$ cat src/rtl/reg_scoreboard_if.sv
// ID-stage bundle between the decode stage and the issue scoreboard.
// The decode side presents the instruction; the scoreboard answers with stall/issue.
interface reg_scoreboard_if #(
  parameter int REG_W = 3
);
  logic             id_valid;
  logic [3:0]       opcode_id;
  logic [REG_W-1:0] src_1;
  logic [REG_W-1:0] src_2;
  logic [REG_W-1:0] dest_id;
  logic             flush;
  logic             stall;
  logic             issue;

  modport master (
    output id_valid, opcode_id, src_1, src_2, dest_id, flush,
    input  stall, issue
  );

  modport slave (
    input  id_valid, opcode_id, src_1, src_2, dest_id, flush,
    output stall, issue
  );
endinterface

$ cat src/rtl/reg_scoreboard.sv
// Issue-stage scoreboard: per-register write countdowns gate ID->EX issue,
// with drain/halt sequencing and a saturating stall-cycle counter.
module reg_scoreboard #(
  parameter int NUM_REGS = 8,
  parameter int REG_W    = 3,
  parameter int ALU_LAT  = 3,
  parameter int LD_LAT   = 4,
  parameter int CNT_W    = 3,
  parameter int STALL_W  = 16
) (
  input  logic                clk,
  input  logic                rst,
  reg_scoreboard_if.slave     id_bus,
  input  logic                drain_req,
  output logic [NUM_REGS-1:0] busy_mask,
  output logic                idle,
  output logic [STALL_W-1:0]  stall_cycles
);

  localparam logic [3:0]       OP_NOP  = 4'd0;
  localparam logic [3:0]       OP_LD   = 4'd10;
  localparam logic [CNT_W-1:0] ALU_CNT = CNT_W'(ALU_LAT);
  localparam logic [CNT_W-1:0] LD_CNT  = CNT_W'(LD_LAT);

  typedef enum logic [1:0] {
    ST_RUN,
    ST_DRAIN,
    ST_HALT
  } state_t;

  state_t               state_reg;
  state_t               state_next;
  logic                 idle_reg;
  logic                 idle_next;
  logic [STALL_W-1:0]   stall_cnt_reg;
  logic [NUM_REGS-1:0]  busy_vec;

  logic is_writer;
  logic is_ld;
  logic hazard;
  logic stall_int;
  logic issue_int;
  logic load_en;

  assign is_writer = (id_bus.opcode_id != OP_NOP) && (id_bus.opcode_id <= OP_LD);
  assign is_ld     = (id_bus.opcode_id == OP_LD);

  // r0 is hardwired zero, so it never gets a counter and never reads as busy.
  generate
    for (genvar gi = 0; gi < NUM_REGS; gi++) begin : g_reg
      if (gi == 0) begin : g_zero
        assign busy_vec[gi] = 1'b0;
      end else begin : g_cnt
        logic [CNT_W-1:0] cnt_reg;

        always_ff @(posedge clk or negedge rst) begin
          if (!rst) begin
            cnt_reg <= '0;
          end else if (load_en && (id_bus.dest_id == REG_W'(gi))) begin
            cnt_reg <= is_ld ? LD_CNT : ALU_CNT;
          end else if (cnt_reg != '0) begin
            cnt_reg <= cnt_reg - 1'b1;
          end
        end

        assign busy_vec[gi] = (cnt_reg != '0);
      end
    end
  endgenerate

  always_comb begin
    hazard = 1'b0;
    if (id_bus.id_valid && (id_bus.opcode_id != OP_NOP)) begin
      if ((id_bus.src_1 != '0) && busy_vec[id_bus.src_1])
        hazard = 1'b1;
      if ((id_bus.src_2 != '0) && busy_vec[id_bus.src_2])
        hazard = 1'b1;
      if (is_writer && (id_bus.dest_id != '0) && busy_vec[id_bus.dest_id])
        hazard = 1'b1;
    end
  end

  // A flushed instruction is dead: it neither stalls nor issues.
  always_comb begin
    stall_int = (hazard || (state_reg != ST_RUN)) && id_bus.id_valid && !id_bus.flush;
    issue_int = id_bus.id_valid && !id_bus.flush && !stall_int && (state_reg == ST_RUN);
    load_en   = issue_int && is_writer && (id_bus.dest_id != '0);
  end

  always_ff @(posedge clk or negedge rst) begin
    if (!rst) begin
      state_reg <= ST_RUN;
      idle_reg  <= 1'b0;
    end else begin
      state_reg <= state_next;
      idle_reg  <= idle_next;
    end
  end

  always_comb begin
    state_next = state_reg;
    idle_next  = idle_reg;
    case (state_reg)
      ST_RUN: begin
        idle_next = 1'b0;
        if (drain_req)
          state_next = ST_DRAIN;
      end
      ST_DRAIN: begin
        if (!drain_req) begin
          state_next = ST_RUN;
          idle_next  = 1'b0;
        end else if (busy_vec == '0) begin
          state_next = ST_HALT;
          idle_next  = 1'b1;
        end
      end
      ST_HALT: begin
        if (!drain_req) begin
          state_next = ST_RUN;
          idle_next  = 1'b0;
        end else begin
          idle_next = 1'b1;
        end
      end
      default: begin
        state_next = ST_RUN;
        idle_next  = 1'b0;
      end
    endcase
  end

  always_ff @(posedge clk or negedge rst) begin
    if (!rst) begin
      stall_cnt_reg <= '0;
    end else if (stall_int && (stall_cnt_reg != '1)) begin
      stall_cnt_reg <= stall_cnt_reg + 1'b1;
    end
  end

  assign id_bus.stall = stall_int;
  assign id_bus.issue = issue_int;
  assign busy_mask    = busy_vec;
  assign idle         = idle_reg;
  assign stall_cycles = stall_cnt_reg;

endmodule

$ cat src/flat_wrapper.sv
// flat-port wrapper written by rule: the top's interface ports become plain ports
module reg_scoreboard_flat 
#(
  parameter int NUM_REGS = 8,
  parameter int REG_W    = 3,
  parameter int ALU_LAT  = 3,
  parameter int LD_LAT   = 4,
  parameter int CNT_W    = 3,
  parameter int STALL_W  = 16
)
  (clk, rst, drain_req, busy_mask, idle, stall_cycles, id_bus_id_valid, id_bus_opcode_id, id_bus_src_1, id_bus_src_2, id_bus_dest_id, id_bus_flush, id_bus_stall, id_bus_issue);
  reg_scoreboard_if #(.REG_W(REG_W)) id_bus_i ();
  input  logic clk;
  input  logic rst;
  input  logic drain_req;
  output logic [NUM_REGS-1:0] busy_mask;
  output logic idle;
  output logic [STALL_W-1:0] stall_cycles;
  input wire logic [$bits(id_bus_i.id_valid)-1:0] id_bus_id_valid;
  input wire logic [$bits(id_bus_i.opcode_id)-1:0] id_bus_opcode_id;
  input wire logic [$bits(id_bus_i.src_1)-1:0] id_bus_src_1;
  input wire logic [$bits(id_bus_i.src_2)-1:0] id_bus_src_2;
  input wire logic [$bits(id_bus_i.dest_id)-1:0] id_bus_dest_id;
  input wire logic [$bits(id_bus_i.flush)-1:0] id_bus_flush;
  output wire logic [$bits(id_bus_i.stall)-1:0] id_bus_stall;
  output wire logic [$bits(id_bus_i.issue)-1:0] id_bus_issue;
  assign id_bus_i.id_valid = id_bus_id_valid;
  assign id_bus_i.opcode_id = id_bus_opcode_id;
  assign id_bus_i.src_1 = id_bus_src_1;
  assign id_bus_i.src_2 = id_bus_src_2;
  assign id_bus_i.dest_id = id_bus_dest_id;
  assign id_bus_i.flush = id_bus_flush;
  assign id_bus_stall = id_bus_i.stall;
  assign id_bus_issue = id_bus_i.issue;
  reg_scoreboard #(.NUM_REGS(NUM_REGS), .REG_W(REG_W), .ALU_LAT(ALU_LAT), .LD_LAT(LD_LAT), .CNT_W(CNT_W), .STALL_W(STALL_W)) u_core (.clk(clk), .rst(rst), .id_bus(id_bus_i), .drain_req(drain_req), .busy_mask(busy_mask), .idle(idle), .stall_cycles(stall_cycles));
endmodule
$ cat config.mk
export PLATFORM = sky130hd
export DESIGN_NAME = reg_scoreboard_flat
export DESIGN_NICKNAME = d
export VERILOG_FILES = /design/src/rtl/reg_scoreboard_if.sv /design/src/rtl/reg_scoreboard.sv /design/src/flat_wrapper.sv
export SDC_FILE = /design/constraint.sdc
export NUM_CORES = 1
export LEC_CHECK = 0
export ABC_AREA = 1
export ABC_CLOCK_PERIOD_IN_PS = 4000
export BUFFER_PORTS_ARGS = -buffer_cell sky130_fd_sc_hd__buf_2
export CAP_MARGIN = 25
export CORE_MARGIN = 5
export CORE_UTILIZATION = 45
export DETAILED_ROUTE_END_ITERATION = 6
export PLACE_DENSITY = 0.72
export SYNTH_ARGS = -nofsm -noshare
export SYNTH_HDL_FRONTEND = slang
export SYNTH_SLANG_ARGS = --single-unit
$ cat constraint.sdc
create_clock -name clk -period 4 [get_ports clk]
set_clock_uncertainty 0.2 [all_clocks]
set_input_delay 0.6 -clock clk [delete_from_list [all_inputs] [get_ports clk]]
set_output_delay 0.6 -clock clk [all_outputs]
set_load 0.02 [all_outputs]
==> flow_summary.toml <==
[drt]
antenna_left = 0
num_vias = 2612
drc = 0
finalWirelength_um = 6200
drt_iter0_markers = 149
wire_per_inst_um = 11.9
vias_per_cell = 4.99
firstDrtPassIters = 4

[pwr]
design_power_total_mw = 1.98
p_per_area_nw_per_um2 = 607
vdd_drop_max_uv = 338
leakage_nw = 1.69

[clock_tree]
clock_sinks = 40
numCtsBuffers = 5
cts_max_level = 2
cts_max_path_buffers = 2
cts_resized = 0
clk_pin_slew_ns = 0.09
clk_root_buffer_cell = "clkbuf_8"
cts_hold_buffers = 0
post-cts-setup-buffer-count = 0
tritoncts = "yes"
clk_latency_ns = 0.29

[die]
io_pins = 45
core_area_um2 = 6280
placementRows = 29
die_w_um = 89.9
initial_core_util_pct = 45.8
die_area_um2 = 8080
die_y_um = 89.9

[sta]
slew_headroom_pct = 38.7
period_share_pct = 76.3
slew_viol_final = 0
fin_setup_tns_ns = 0
tightest_slew_ns = 0.920
final_hold_viol_count = 0
fmax_mhz = 327
fin_crit_ns = 3.05
finalSetupViolCount = 0
rsz0062_at_grt = "no"

[worst_setup_path]
r2r_slack_ns = 1.26
cp-start-kind = "flop"
end_kind = "primary output"
crit_type = "reg2out"
r2r_start = "u_core.g_reg[4].g_cnt.cnt_reg[0]$_DFFE_PN0P_"
timing.rr.end = "u_core.g_reg[7].g_cnt.cnt_reg[0]$_DFFE_PN0P_"
ff2ff_path_depth = 16
cp_data_required_time_ns = 3.20
crit_fanout = 4
arrival_ns = 2.25

[synth]
netlist_area_um2 = 2870
yosys.area_share.simple_pct = 32.9
synth_compound_area_share_pct = 7.97
synth_top_family_by_area = "simple AND/OR/NAND/NOR gates"
syn_nets = 437
synthMuxAreaShare_pct = 0
synthAdderAreaFrac_pct = 7.84
avgSynthCellArea_um2 = 7.17
ys_seq_elements = 40
yosysSeqAreaShare_pct = 34.8
synth_xor_area_share_pct = 6.70
ys_warn_count = 0
synth_cell_types = 28
synthCells = 401

[global_route]
grt.total_usage_pct = 15.9
grt_pass1_vias = 2619
grt_pass1_wl_um = 11100
antenna_found_initial = 0
grt_max_degree = 41
grt_overflow = 0

[placed_design]
place_congestion = 0.823
place.port_buffers = 43
post-dp-hpwl_um = 4700

[finish]
diodes = 0
fill_cells = 658
largest_reg_flops = 21
syn_to_final_growth_pct = 13.3
layout.nets = 481
final_cell_mix = "nand2_1 (94), inv_1 (58), buf_2 (43)"
mostFrequentLayoutCell = "nand2_1"
final_layout_size_suffix_gt1_share_pct = 15.9

[flow_run]
max_cap_violations = 0

[min_path]
min_path_type = "in2async"

[status]
outcome = "completed"
-- area by class of cell --
class	count	area (um2)	share of cell area [%]
clock buffer	5	68.8	2.11
inverter	62	233	7.15
sequential	40	1000	30.7
timing repair buffer	43	215	6.61
clock inverter	3	47.5	1.46
multi-input combinational	293	1600	49.0
tap	77	96.3	2.96
-- synth_stat cells, drive strengths merged --
cell    number  area, um2
nand4        6       43.8
o21ai       25        125
buf          4       37.5
nor2        45        191
ha          18        225
nand2      101        407
nor3        12       65.1
clkbuf       2       7.51
or2          1       6.26
nand3       39        200
xnor2        3       26.3
a21boi       1       18.8
xor2        19        166
inv         62        233
conb         1       3.75
a21oi       17       85.1
dfrtp       40       1000
nor4         5       31.3
-- per-stage QoR --
step | setup slack, ns | utilization [%] | instance area [um2] | hold WS, ns | std cells
2_1_floorplan | 1.50 | - | 2870 | 0.104 | 401
3_3_place_gp | 1.04 | 50.0 | 3140 | 0.301 | 515
3_5_place_dp | 0.972 | 50.0 | 3140 | 0.308 | 515
4_1_cts | 0.933 | 51.9 | 3260 | 0.272 | 523
5_1_grt | 0.763 | 51.9 | 3260 | 0.314 | 523
6_report | 0.946 | 51.9 | 3260 | 0.246 | 523
-- routing by layer --
layer / global-route usage [%] / routed length [um]
met5: 0 / 0
met4: 4.09 / 48
met3: 2.67 / 246
met2: 28.0 / 3030
met1: 20.2 / 2880
-- logic make-up (layout without fill, tap and decap cells) --
group                    after synthesis  count (layout)
XOR/XNOR                              22              22
AO/OA/AOI/OAI                         43              43
AND/OR/NAND/NOR                      209             209
other                                  1               1
adder cells (fa/ha/maj)               18              18
flip-flops                            40              40
buffers and inverters                 68             113
-- power breakdown --
| group | internal (mW) | switching (mW) |
|---|---|---|
| logic | 0.364 | 0.609 |
| registers | 0.561 | 0.106 |
| clock network | 0.188 | 0.150 |
-- worst max-delay path by stage --
stage                                            startpoint            to
2_1_floorplan                           id_bus_opcode_id[0]  id_bus_stall
3_3_place_gp                            id_bus_opcode_id[0]  id_bus_stall
3_5_place_dp                            id_bus_opcode_id[0]  id_bus_stall
4_1_cts        u_core.g_reg[4].g_cnt.cnt_reg[0]$_DFFE_PN0P_  id_bus_issue
5_1_grt        u_core.g_reg[4].g_cnt.cnt_reg[0]$_DFFE_PN0P_  id_bus_issue
6_report       u_core.g_reg[4].g_cnt.cnt_reg[0]$_DFFE_PN0P_  id_bus_issue
-- critical path: stages (launching register included) --
cell and delay, ns:
dfrtp_1 0.36, inv_1 0.10, ha_1 0.17, inv_1 0.06
nor2_2 0.21, nand2_1 0.09, nand2_1 0.07, nor2_1 0.04
nand2_1 0.05, nand2_1 0.05, nor2_1 0.20, nand2_2 0.09
nand2_4 0.09, nand3_1 0.10, inv_1 0.10, buf_2 0.16
(Power assumes the default switching activity.)
